File: config.mk
export PLATFORM = sky130hd
export DESIGN_NAME = mssd_param_demux
export DESIGN_NICKNAME = d
export VERILOG_FILES = /design/src/rtl/mssd_pkg.sv /design/src/rtl/mssd_down_counter.sv /design/src/rtl/mssd_param_demux.sv
export SDC_FILE = /design/constraint.sdc
export NUM_CORES = 1
export LEC_CHECK = 0
export CORE_ASPECT_RATIO = 0.5
export CORE_UTILIZATION = 37
export DETAILED_ROUTE_END_ITERATION = 10
export PLACE_DENSITY_LB_ADDON = 0.3
export SLEW_MARGIN = 40
export SYNTH_ARGS = -nofsm -noshare
export SYNTH_HDL_FRONTEND = slang
export SYNTH_SLANG_ARGS = --single-unit
File: constraint.sdc
create_clock -name Clk -period 2.6 [get_ports Clk]
set_input_delay 0.52 -clock Clk [delete_from_list [all_inputs] [get_ports Clk]]
set_output_delay 0.52 -clock Clk [all_outputs]
set_load 0.05 [all_outputs]
File: src/rtl/mssd_pkg.sv
// Shared definitions for the serial-to-multiport demultiplexer.
//   state_e     : frame parser states (IDLE, PORT, LEN, DATA)
//   IDLE_LEVEL  : level of serIn between frames
//   START_LEVEL : level of serIn that marks a start bit
package mssd_pkg;

  typedef enum logic [1:0] {
    IDLE,
    PORT,
    LEN,
    DATA
  } state_e;

  localparam logic IDLE_LEVEL  = 1'b1;
  localparam logic START_LEVEL = 1'b0;

endpackage

File: src/rtl/mssd_down_counter.sv
// Loadable down counter with terminal-count flag.
//   clk, reset : clock, synchronous active-high reset (clears count)
//   load       : load load_val (takes priority over en)
//   load_val   : value to load
//   en         : decrement by one (saturates at zero)
//   count      : current count
//   tc         : terminal count, high while count == 1
module mssd_down_counter #(
  parameter int unsigned W = 7
) (
  input  logic         clk,
  input  logic         reset,
  input  logic         load,
  input  logic [W-1:0] load_val,
  input  logic         en,
  output logic [W-1:0] count,
  output logic         tc
);

  logic [W-1:0] count_q;
  logic [W-1:0] count_d;

  always_comb begin
    count_d = count_q;
    if (load) begin
      count_d = load_val;
    end else if (en && (count_q != '0)) begin
      count_d = count_q - W'(1);
    end
  end

  always_ff @(posedge clk) begin
    if (reset) begin
      count_q <= '0;
    end else begin
      count_q <= count_d;
    end
  end

  assign count = count_q;
  assign tc    = (count_q == W'(1));

endmodule

File: src/rtl/mssd_param_demux.sv
// Serial-to-multiport demultiplexer with frame controller.
// Frame on serIn: start bit, PORT_W-bit port number, LEN_W-bit byte count,
// then len*8 payload bits, all MSB first. Payload bits are forwarded one
// cycle after sampling to P[portNum] with a one-hot pValid strobe.
//   Clk      : clock (rising edge)
//   reset    : synchronous active-high reset
//   serIn    : serial frame input, idles high
//   P        : registered payload bit at the selected port index
//   pValid   : one-hot valid strobe for P
//   portNum  : last legal port field, held until the next legal one
//   busy     : high whenever the parser is not idle
//   done     : one-cycle pulse with the final payload pValid
//   frameErr : one-cycle pulse on zero length or out-of-range port
module mssd_param_demux
  import mssd_pkg::*;
#(
  parameter  int unsigned NUM_PORTS = 4,
  parameter  int unsigned LEN_W     = 4,
  localparam int unsigned PORT_W    = $clog2(NUM_PORTS)
) (
  input  logic                 Clk,
  input  logic                 reset,
  input  logic                 serIn,
  output logic [NUM_PORTS-1:0] P,
  output logic [NUM_PORTS-1:0] pValid,
  output logic [PORT_W-1:0]    portNum,
  output logic                 busy,
  output logic                 done,
  output logic                 frameErr
);

  localparam int unsigned FLD_MAX = (PORT_W > LEN_W) ? PORT_W : LEN_W;
  localparam int unsigned BC_W    = $clog2(FLD_MAX) + 1;
  localparam int unsigned CNT_W   = LEN_W + 3;

  state_e                 state_q, state_d;
  logic [BC_W-1:0]        bit_cnt_q, bit_cnt_d;
  logic [PORT_W-1:0]      port_sh_q, port_sh_d;
  logic [LEN_W-1:0]       len_sh_q, len_sh_d;
  logic [PORT_W-1:0]      port_num_q, port_num_d;
  logic [NUM_PORTS-1:0]   p_q, p_d;
  logic [NUM_PORTS-1:0]   pvalid_q, pvalid_d;
  logic                   done_q, done_d;
  logic                   ferr_q, ferr_d;

  logic [PORT_W-1:0]      port_new;
  logic [LEN_W-1:0]       len_new;
  logic                   cnt_load;
  logic                   cnt_en;
  logic [CNT_W-1:0]       cnt_val;
  logic [CNT_W-1:0]       cnt_count;
  logic                   cnt_tc;

  // Field values including the bit being sampled this cycle; the truncating
  // cast keeps this valid when PORT_W is 1.
  assign port_new = PORT_W'({port_sh_q, serIn});
  assign len_new  = LEN_W'({len_sh_q, serIn});
  assign cnt_val  = {len_new, 3'b000};

  mssd_down_counter #(
    .W(CNT_W)
  ) u_payload_cnt (
    .clk     (Clk),
    .reset   (reset),
    .load    (cnt_load),
    .load_val(cnt_val),
    .en      (cnt_en),
    .count   (cnt_count),
    .tc      (cnt_tc)
  );

  // State and output registers
  always_ff @(posedge Clk) begin
    if (reset) begin
      state_q    <= IDLE;
      bit_cnt_q  <= '0;
      port_sh_q  <= '0;
      len_sh_q   <= '0;
      port_num_q <= '0;
      p_q        <= '0;
      pvalid_q   <= '0;
      done_q     <= 1'b0;
      ferr_q     <= 1'b0;
    end else begin
      state_q    <= state_d;
      bit_cnt_q  <= bit_cnt_d;
      port_sh_q  <= port_sh_d;
      len_sh_q   <= len_sh_d;
      port_num_q <= port_num_d;
      p_q        <= p_d;
      pvalid_q   <= pvalid_d;
      done_q     <= done_d;
      ferr_q     <= ferr_d;
    end
  end

  // Next-state and datapath
  always_comb begin
    state_d    = state_q;
    bit_cnt_d  = bit_cnt_q;
    port_sh_d  = port_sh_q;
    len_sh_d   = len_sh_q;
    port_num_d = port_num_q;
    p_d        = '0;
    pvalid_d   = '0;
    done_d     = 1'b0;
    ferr_d     = 1'b0;
    cnt_load   = 1'b0;
    cnt_en     = 1'b0;

    unique case (state_q)
      IDLE: begin
        if (serIn == START_LEVEL) begin
          state_d   = PORT;
          bit_cnt_d = '0;
        end
      end
      PORT: begin
        port_sh_d = port_new;
        bit_cnt_d = bit_cnt_q + BC_W'(1);
        if (bit_cnt_q == BC_W'(PORT_W - 1)) begin
          bit_cnt_d = '0;
          if (32'(port_new) >= NUM_PORTS) begin
            ferr_d  = 1'b1;
            state_d = IDLE;
          end else begin
            port_num_d = port_new;
            state_d    = LEN;
          end
        end
      end
      LEN: begin
        len_sh_d  = len_new;
        bit_cnt_d = bit_cnt_q + BC_W'(1);
        if (bit_cnt_q == BC_W'(LEN_W - 1)) begin
          bit_cnt_d = '0;
          if (len_new == '0) begin
            ferr_d  = 1'b1;
            state_d = IDLE;
          end else begin
            cnt_load = 1'b1;
            state_d  = DATA;
          end
        end
      end
      DATA: begin
        cnt_en               = 1'b1;
        p_d[port_num_q]      = serIn;
        pvalid_d[port_num_q] = 1'b1;
        if (cnt_tc) begin
          done_d  = 1'b1;
          state_d = IDLE;
        end
      end
      default: state_d = IDLE;
    endcase
  end

  // Outputs
  always_comb begin
    P        = p_q;
    pValid   = pvalid_q;
    portNum  = port_num_q;
    busy     = (state_q != IDLE);
    done     = done_q;
    frameErr = ferr_q;
  end

endmodule

== After elaboration in Yosys (flattened, before gate mapping) ==
Index checks and enable logic that the tools add are counted.

* Register bits: 28
* Bits of input ports: 3
* Output and inout bits: 13
* Logic and storage cells: 63

* Order comparisons: 2
* Add/subtract/negate cells: 2
* Reductions and logical operators: 14
* Multiplexer cells: 20
* Bitwise operators: 4
* Equal/unequal tests: 10

{| class="wikitable"
|+ Operators by type and width
! kind !! count
|-
| $mux W7 || 2
|-
| $mux W2 || 5
|-
| $mux W3 || 3
|-
| $pmux W3 S3 || 1
|-
| $ne A2 B2 Y1 const B || 4
|-
| $pmux W2 S4 || 1
|-
| $eq A7 B1 Y1 const B || 1
|-
| $mux W1 || 7
|-
| $reduce_bool A7 Y1 || 1
|-
| $sub A7 B1 Y7 const B || 1
|-
| $and A4 B4 Y4 || 1
|-
| $eq A2 B2 Y1 const B || 2
|-
| $logic_not A4 Y1 || 1
|-
| $reduce_and A2 Y1 || 2
|-
| $reduce_and A4 Y1 || 1
|-
| $reduce_bool A2 Y1 || 2
|-
| $reduce_or A2 Y1 || 2
|-
| $add A3 B1 Y3 const B || 1
|-
| $eq A3 B1 Y1 const B || 1
|-
| $eq A3 B2 Y1 const B || 1
|-
| $lt A2 B3 Y1 const B || 1
|-
| $not A1 Y1 || 3
|-
| $reduce_bool A3 Y1 || 1
|-
| $reduce_or A3 Y1 || 1
|-
| other kinds (5) || 6
|}

== Depth between registers and ports, before layout ==
Gate-level depths: netlist of run 1.

* Word-level depth: 5
* Gate-level depth with buffers: 7
* Depth with buffers taken out: 7

== By module ==
A second synthesis of run 1 with hierarchy kept.

* Cell total of the unflattened synthesis: 158
* Area total of the unflattened synthesis: 1433.9 um2

{| class="wikitable"
|+ Modules (own cells, without submodules)
! module !! times used !! cells each !! area each (um2) !! seq. area each (um2)
|-
| mssd_param_demux || 1 || 100 || 952.2 || 420.4
|-
| mssd_down_counter || 1 || 58 || 481.7 || 140.1
|}

== Worst setup path before layout of run 1 ==
No wires, ideal clock.

* Path kind: input port to flip-flop
* From: in serIn
* To: reg state_q[1]
* Stages on the path: 4
* Slack: 0.731 ns
* Library setup time: 0.117 ns
* Buffers on the path: 1
* Data required time: 2.483 ns
* Data arrival time: 1.751 ns
* Cell sequence: clkbuf_1 -> or4_1 -> a211o_1 -> a32o_1

* Word-level cells in the longest chain between the ends: 4
* Elaborated cells between the ends (all ways): 6
* Those cells by class: 1 x eq/ne; 3 x mux; 2 x reduce/logical

{| class="wikitable"
|+ Ends and longest elaborated chain
! item !! RTL line !! source
|-
| start: declaration || mssd_param_demux.sv:23 || <nowiki>input logic serIn,</nowiki>
|-
| $logic_not A4 Y1 || mssd_param_demux.sv:137 || <nowiki>if (len_new == '0) begin</nowiki>
|-
| $mux W2 || mssd_param_demux.sv:137 ||
|-
| $mux W2 || mssd_param_demux.sv:135 || <nowiki>if (bit_cnt_q == BC_W'(LEN_W - 1)) begin</nowiki>
|-
| $pmux W2 S4 || mssd_param_demux.sv:111 || <nowiki>unique case (state_q)</nowiki>
|-
| end signal: assignment || mssd_param_demux.sv:85 || <nowiki>state_q <= state_d;</nowiki>
|-
| end: declaration || mssd_param_demux.sv:36 || <nowiki>state_e state_q, state_d;</nowiki>
|}

Several ways; a longest one is shown, not always the timed one. The select of a mux whose other input is x is not followed.
A chain may end at the register's enable or synchronous reset.

== Final worst setup path of run 1 ==
* From: reg state_q[1]
* To: out busy

* Word-level cells in the longest chain between the ends: 1

{| class="wikitable"
|+ Ends and longest elaborated chain
! item !! RTL line !! source
|-
| $reduce_bool A2 Y1 || mssd_param_demux.sv:164 || <nowiki>busy = (state_q != IDLE);</nowiki>
|-
| end: declaration || mssd_param_demux.sv:27 || <nowiki>output logic busy,</nowiki>
|}

Every way passes these cells.

==> flow_metrics.tcl, run 1 <==
set metrics [dict create \
    status "completed" \
    fp.dieW_um 85.2 \
    portBuffers 15 \
    cts_tree "done" \
    synth_cell_types 34 \
    nNetsFinal 179 \
    postCtsSetupRepairBufs 0 \
    fin_area_mm2 0.00155 \
    busiest_layer "met2" \
    syn_inst 147 \
    rr_worst_depth 4 \
    rr_startpoint "u_payload_cnt.count[3]" \
    h-tree-depth 1 \
    r2r_end "state_q[0]" \
    io_pins 16 \
    firstDrtPassIters 4 \
    drc 0 \
    place_congestion 0.769 \
    drt_first_iter_violations 45 \
    p_leak_nw 0.590 \
    grt_util_all_layers 0.148 \
    grt_pass1_vias 953 \
    grt_first_pass_wirelength_mm 4.28 \
    cts_buffers 3 \
    fillers 310 \
    n_antenna_cell 0 \
    synthesis.area_mm2 0.00128 \
    arrival_ns 1.89 \
    fp.dieArea_mm2 0.00372 \
    drive_above_1_share 0.0549 \
    ctsHoldBuffers 0 \
    finalWirelength_mm 2.38 \
    critical_path_class "register to output port" \
    slew_viol_final 0 \
    synth-seq-cells 28 \
    critPathRequiredTime_ns 2.08 \
    use_met2 0.235 \
    tightest_slew_ns 0.500 \
    ant_nets 0 \
    min_period_over_period 0.926 \
    final.setup_skew_ns 0.00419 \
    finalHoldViolations 0 \
    fin_crit_ns 2.41 \
    whs_path_depth 2 \
    p_total_w 0.00107 \
    relSlewSlack 0.666 \
    placed_cell_area_mm2 0.00148 \
    setup_tns_ns 0 \
    start_kind "register" \
    die_h_um 43.6 \
    cts_resized 0 \
    seq_area_frac_synth 0.437 \
    critPathMaxFanout 5 \
    area_growth_syn_to_layout_pct 21.1 \
    maxCapViolations 0 \
    final_common_cell "dfxtp_1" \
    clk_pin_slew_ns 0.09 \
    synth-main-ff-cell "dfxtp_1" \
    grt_max_degree 17 \
    hold_path.class "register to register" \
    num_rows 14 \
    cts_buffer_depth 2 \
    power_density_mw_per_mm2 692 \
    gr-usage-met1 0.201 \
    initial_core_util 0.406 \
    final_cell_mix "28 x dfxtp_1, 21 x nor2_1, 17 x nand2_1" \
    synth_fp_nets 161 \
    end_kind "output port" \
    synth_edf_count 0 \
    hp-start "port_sh_q[0]" \
    rsz0062_at_grt "no" \
    peakVddDrop_uv 399 \
    syn_area_per_cell_um2 8.72 \
    dr_total_vias 1011 \
    cts.sinks 28 \
    grtUsageMet3 0.0400 \
    wire_per_inst_um 11.7 \
    dpl.hpwl_mm 1.84 \
    ys_async_sr_fraction 0 \
    finalSetupViolations 0 \
    synth_warnings 0 \
    grt.overflow.total 0 \
    antenna_found_initial 0 \
    core-area_mm2 0.00315 \
    root_buffer "clkbuf_8" \
    insertion_delay_ns 0.28 \
    hold_end "portNum[1]" \
    reg2reg_slack_ns 0.75 \
    drt-vias-per-instance 4.96 \
    max_clock_freq_ghz 0.415 \
]
==> critical path, cell delays in order (launching register included) <==
cell	delay, ns
dfxtp_1	0.42
inv_1	0.10
ha_1	0.22
inv_1	0.07
clkdlybuf4s50_1	0.79
==> area by class of cell <==
type	instances	area, um^2	area share
multi-input combinational	103	659	0.425
inverter	12	45.0	0.0290
sequential	28	561	0.361
tap	40	50.0	0.0323
timing repair buffer	17	165	0.106
clock buffer	3	41.3	0.0266
clock inverter	1	30.0	0.0194
==> metal layers <==
layer,wire length [um],vias up,part of all wire
li1,-,532,-
met2,1010,15,0.42
met3,75,3,0.032
met5,0,-,0
met1,1280,461,0.54
met4,16,0,0.0067
==> through the flow <==
stage                     setup slack [ns]   util  hold slack (ns)  cells
final                                0.193  0.492            0.477    204
after global placement               0.432  0.469            0.455    200
after global routing                 0.135  0.492            0.528    204
after detailed placement             0.441  0.469            0.462    200
after floorplan                      0.731      -            0.443    147
after CTS                            0.191  0.492            0.477    204
==> registers in the layout, summed over array words and instances (netlist names) <==
signal / flops
state_q: 2
P: 4
done: 1
len_sh_q: 3
pValid: 4
bit_cnt_q: 3
u_payload_cnt.count: 7
portNum: 2
frameErr: 1
port_sh_q: 1
==> how the worst max path moves through the flow <==
stage,start,endpoint,slack (ns),cells past startpoint
floorplan,serIn,state_q[1],0.73,4
global placement,serIn,state_q[1],0.43,4
detailed placement,serIn,state_q[1],0.44,4
CTS,state_q[1],busy,0.19,4
global route,state_q[0],busy,0.14,4
finish,state_q[1],busy,0.19,4
==> report_power, final <==
group	leakage (nW)	internal, W	switching, W
Combinational	0.328	0.0000983	0.000165
Clock	0.0357	0.000206	0.000138
Sequential	0.226	0.000448	0.0000170
Total	0.590	0.000753	0.000321
==> synth_stat cells (2+ instances only) <==
library cell  number  share of area
a21oi_1            7          0.027
clkbuf_1           3         0.0088
dfxtp_1           28           0.44
ha_1              11           0.11
inv_1             12          0.035
mux2i_1            4          0.031
nand2_1           17          0.050
nand2b_1           3          0.015
nand3_1            6          0.023
nor2_1            21          0.062
nor2b_1            2         0.0098
nor3_1             2         0.0078
o211ai_1           2          0.012
o21ai_0            5          0.020
o31ai_1            3          0.018
or4_1              3          0.018
==> logic make-up (layout without fill, tap and decap cells) <==
group	after synthesis	count (layout)	share of synthesized area
DFF	28	28	0.438
xor gates and xnor gates	2	2	0.0137
buffers and inverters	16	33	0.0478
adders and majority gates	11	11	0.107
and+or+nand+nor	61	61	0.230
muxes	5	5	0.0400
AOI/OAI and AO/OA	24	24	0.123
Note: power is estimated with default switching activity, not from simulation.
==> run 2: changes to the inputs <==
==> constraint.sdc (replaced) <==
create_clock -name Clk -period 2.5 [get_ports Clk]
set_input_delay 0.5 -clock Clk [delete_from_list [all_inputs] [get_ports Clk]]
set_output_delay 0.5 -clock Clk [all_outputs]
set_load 0.05 [all_outputs]
==> flow_metrics.tcl, run 2 (synthesis gave the netlist of run 1 again) <==
set metrics [dict create \
    final.setup_skew_ns 0.00506 \
    root_buffer "clkbuf_8" \
    drt-vias-per-instance 5.02 \
    p_leak_nw 0.590 \
    fp.dieArea_mm2 0.00372 \
    wl_met2_mm 1.04 \
    grt_util_all_layers 0.153 \
    grt_max_degree 17 \
    crit_start "state_q[1]" \
    start_kind "register" \
    ctsHoldBuffers 0 \
    cts_buffer_depth 2 \
    nNetsFinal 179 \
    top_layer "met4" \
    end_kind "output port" \
    portBuffers 15 \
    dr_total_vias 1024 \
    cts.sinks 28 \
    fp.dieW_um 85.2 \
    fin_hold_ws_ns 0.477 \
    critPathMaxFanout 5 \
    area_growth_syn_to_layout_pct 21.1 \
    antenna_found_initial 0 \
    hp-start "port_sh_q[0]" \
    tightest_slew_ns 0.504 \
    fin_crit_ns 2.41 \
    rr_startpoint "u_payload_cnt.count[3]" \
    cts_resized 0 \
    h-tree-depth 1 \
    setup_tns_ns 0 \
    io_pins 16 \
    drt_first_iter_violations 43 \
    die_h_um 43.6 \
    power_density_mw_per_mm2 723 \
    initial_core_util 0.406 \
    wire_per_inst_um 12.3 \
    finalWirelength_mm 2.50 \
    peakVddDrop_uv 433 \
    ant_nets 0 \
    arrival_ns 1.91 \
    min_period_over_period 0.963 \
    reg2reg_slack_ns 0.62 \
    insertion_delay_ns 0.28 \
    cts_tree "done" \
    final_cell_mix "28 x dfxtp_1, 21 x nor2_1, 17 x nand2_1" \
    postCtsSetupRepairBufs 0 \
    place_congestion 0.770 \
    grt_first_pass_wirelength_mm 4.32 \
    core-area_mm2 0.00315 \
    critPathRequiredTime_ns 2.00 \
    slew_viol_final 0 \
    max_clock_freq_ghz 0.415 \
    hold_path.class "register to register" \
    dpl.hpwl_mm 1.89 \
    wl_met3_um 83 \
    critical_path_class "register to output port" \
    finalSetupViolations 0 \
    firstDrtPassIters 4 \
    num_rows 14 \
    n_antenna_cell 0 \
    clk_pin_slew_ns 0.09 \
    wl_met1_mm 1.36 \
    maxCapViolations 0 \
    status "completed" \
    cts_buffers 3 \
    largest_reg_flops 7 \
    finalHoldViolations 0 \
    rsz0062_at_grt "no" \
    drc 0 \
    grt_pass1_vias 945 \
    drive_above_1_share 0.0549 \
    grt.overflow.total 0 \
    final_common_cell "dfxtp_1" \
    relSlewSlack 0.663 \
]
-- run 2: cell counts in the layout (fill, tap and decap cells not counted) --
Identical to the previous run, type by type.
-- run 2: per-layer routing --
| metal | up-vias | track usage |
|---|---|---|
| li1 | 534 | - |
| met1 | 470 | 0.205 |
| met2 | 16 | 0.244 |
| met3 | 4 | 0.0457 |
| met4 | 0 | 0.0407 |
| met5 | - | 0 |
-- run 2: cell type report --
cell class / instances / area [um^2]
fill: 302 / 1600
multi-input combinational: 103 / 659
sequential: 28 / 561
timing repair buffer: 17 / 165
tap: 40 / 50.0
inverter: 12 / 45.0
clock buffer: 3 / 41.3
clock inverter: 1 / 30.0
-- run 2: power by group --
group	internal, W	leakage, nW	total (W)	switching [W]
Sequential	0.000466	0.226	0.000485	0.0000186
Combinational	0.000103	0.328	0.000278	0.000175
Clock	0.000215	0.0357	0.000359	0.000145
Total	0.000784	0.590	0.00112	0.000338
-- run 2: critical path: stages (launching register included) --
cell             delay (ns)
dfxtp_1                0.44
inv_1                  0.11
ha_1                   0.23
inv_1                  0.06
clkdlybuf4s50_1        0.79
-- run 2: path summary, 6_finish.rpt --
check / endpoint / cells past startpoint
setup / recovery: busy / 4
hold / removal: portNum[1] / 2
setup reg to reg: state_q[0] / 4
hold reg to reg: portNum[1] / 2
-- run 2: through the flow --
stage / std cells / setup WS, ns / util / instance area, um^2 / power, W
global placement: 200 / 0.352 / 0.469 / 1480 / 0.000763
floorplan: 147 / 0.651 / - / 1280 / 0.000698
CTS: 204 / 0.111 / 0.492 / 1550 / 0.00113
global route: 204 / 0.0427 / 0.492 / 1550 / 0.00118
finish: 204 / 0.0925 / 0.492 / 1550 / 0.00112
detailed placement: 200 / 0.359 / 0.469 / 1480 / 0.000771
==> run 3: changes to the inputs <==
--- a/config.mk
+++ b/config.mk
@@ -5,10 +5,9 @@
 export SDC_FILE = /design/constraint.sdc
 export NUM_CORES = 1
 export LEC_CHECK = 0
-export CORE_ASPECT_RATIO = 0.5
-export CORE_UTILIZATION = 37
+export CORE_ASPECT_RATIO = 2
+export CORE_UTILIZATION = 40
 export DETAILED_ROUTE_END_ITERATION = 10
-export PLACE_DENSITY_LB_ADDON = 0.3
 export SLEW_MARGIN = 40
 export SYNTH_ARGS = -nofsm -noshare
 export SYNTH_HDL_FRONTEND = slang
==> flow_metrics.tcl, run 3 (synthesis gave the netlist of run 1 again) <==
set metrics [dict create \
    slew_viol_final 0 \
    maxCapViolations 0 \
    final_cell_mix "28 x dfxtp_1, 21 x nor2_1, 17 x nand2_1" \
    power_density_mw_per_mm2 733 \
    max_clock_freq_ghz 0.418 \
    finalWirelength_mm 2.66 \
    fillers 288 \
    antenna_found_initial 0 \
    hold_path.class "register to register" \
    critical_path_class "register to output port" \
    final.setup_skew_ns 0.00317 \
    fin_ws_ns 0.106 \
    wire_per_inst_um 13.7 \
    portBuffers 15 \
    num_rows 28 \
    end_kind "output port" \
    rsz0062_at_grt "no" \
    critPathRequiredTime_ns 2.00 \
    drc 0 \
    grt.overflow.total 0 \
    clk_pin_slew_ns 0.10 \
    cts_buffers 3 \
    initial_core_util 0.425 \
    ant_nets 0 \
    insertion_delay_ns 0.28 \
    arrival_ns 1.89 \
    n_antenna_cell 0 \
    postCtsSetupRepairBufs 0 \
    final_common_cell "dfxtp_1" \
    finalHoldViolations 0 \
    ctsHoldBuffers 0 \
    fp.dieArea_mm2 0.00345 \
    status "completed" \
    fp.dieW_um 42.0 \
    dpl.hpwl_mm 2.06 \
    critPathMaxFanout 5 \
    drt-vias-per-instance 5.33 \
    register_area_um2 561 \
    io_pins 16 \
    start_kind "register" \
    setup_tns_ns 0 \
    dp_slack_ns 0.326 \
    core-area_mm2 0.00301 \
    cts_tree "done" \
    p_leak_nw 0.590 \
    place_congestion 0.762 \
    finalSetupViolations 0 \
    grt_max_degree 17 \
    largest_reg_flops 7 \
    area_growth_syn_to_layout_pct 20.1 \
    peakVddDrop_uv 424 \
    root_buffer "clkbuf_8" \
    firstDrtPassIters 4 \
    grt_pass1_vias 1003 \
    drt_first_iter_violations 18 \
    cts.sinks 28 \
    cts_buffer_depth 2 \
    drive_above_1_share 0.0549 \
    grt_first_pass_wirelength_mm 4.53 \
    h-tree-depth 1 \
    cts_resized 0 \
    grt_util_all_layers 0.174 \
    nNetsFinal 179 \
    dr_total_vias 1034 \
    fin_crit_ns 2.39 \
    die_h_um 82.0 \
    relSlewSlack 0.661 \
    min_period_over_period 0.958 \
    tightest_slew_ns 0.507 \
    multi_input_comb_area_um2 659 \
]
## run 3: per-layer routing
layer | vias up | part of all wire | GRT usage
met5 | - | 0 | 0
met4 | 0 | 0.027 | 0.106
met3 | 5 | 0.018 | 0.0220
met2 | 15 | 0.56 | 0.314
met1 | 482 | 0.40 | 0.191
li1 | 532 | - | -
## run 3: metrics by stage
step                      hold slack [ns]  std cells  utilization  instance area (um^2)  total power, W
after floorplan                     0.443        147            -                  1280        0.000698
after global placement              0.458        190        0.487                  1470        0.000770
after detailed placement            0.462        190        0.487                  1470        0.000775
after CTS                           0.476        194        0.511                  1540         0.00113
after global routing                0.503        194        0.511                  1540         0.00118
final                               0.471        194        0.511                  1540         0.00113
## run 3: final timing paths
path / endpoint / cells past startpoint / from / slack (ns)
hold reg to reg: portNum[1] / 2 / port_sh_q[0] / 0.47
setup / recovery: busy / 4 / state_q[1] / 0.11
setup reg to reg: state_q[0] / 4 / u_payload_cnt.count[3] / 0.59
hold / removal: portNum[1] / 2 / port_sh_q[0] / 0.47
## run 3: layout make-up
class | count | area share
timing repair buffer | 17 | 0.107
multi-input combinational | 103 | 0.428
clock buffer | 3 | 0.0268
clock inverter | 1 | 0.0195
tap | 30 | 0.0244
sequential | 28 | 0.364
inverter | 12 | 0.0293
## run 3: power breakdown
| part | total (W) | internal, W | switching, W |
|---|---|---|---|
| Clock | 0.000361 | 0.000215 | 0.000147 |
| Sequential | 0.000486 | 0.000466 | 0.0000198 |
| Combinational | 0.000281 | 0.000104 | 0.000177 |
## run 3: worst max-delay path: stages (launching register included)
cell	delay (ns)
dfxtp_1	0.43
inv_1	0.10
ha_1	0.22
inv_1	0.06
clkdlybuf4s50_1	0.79
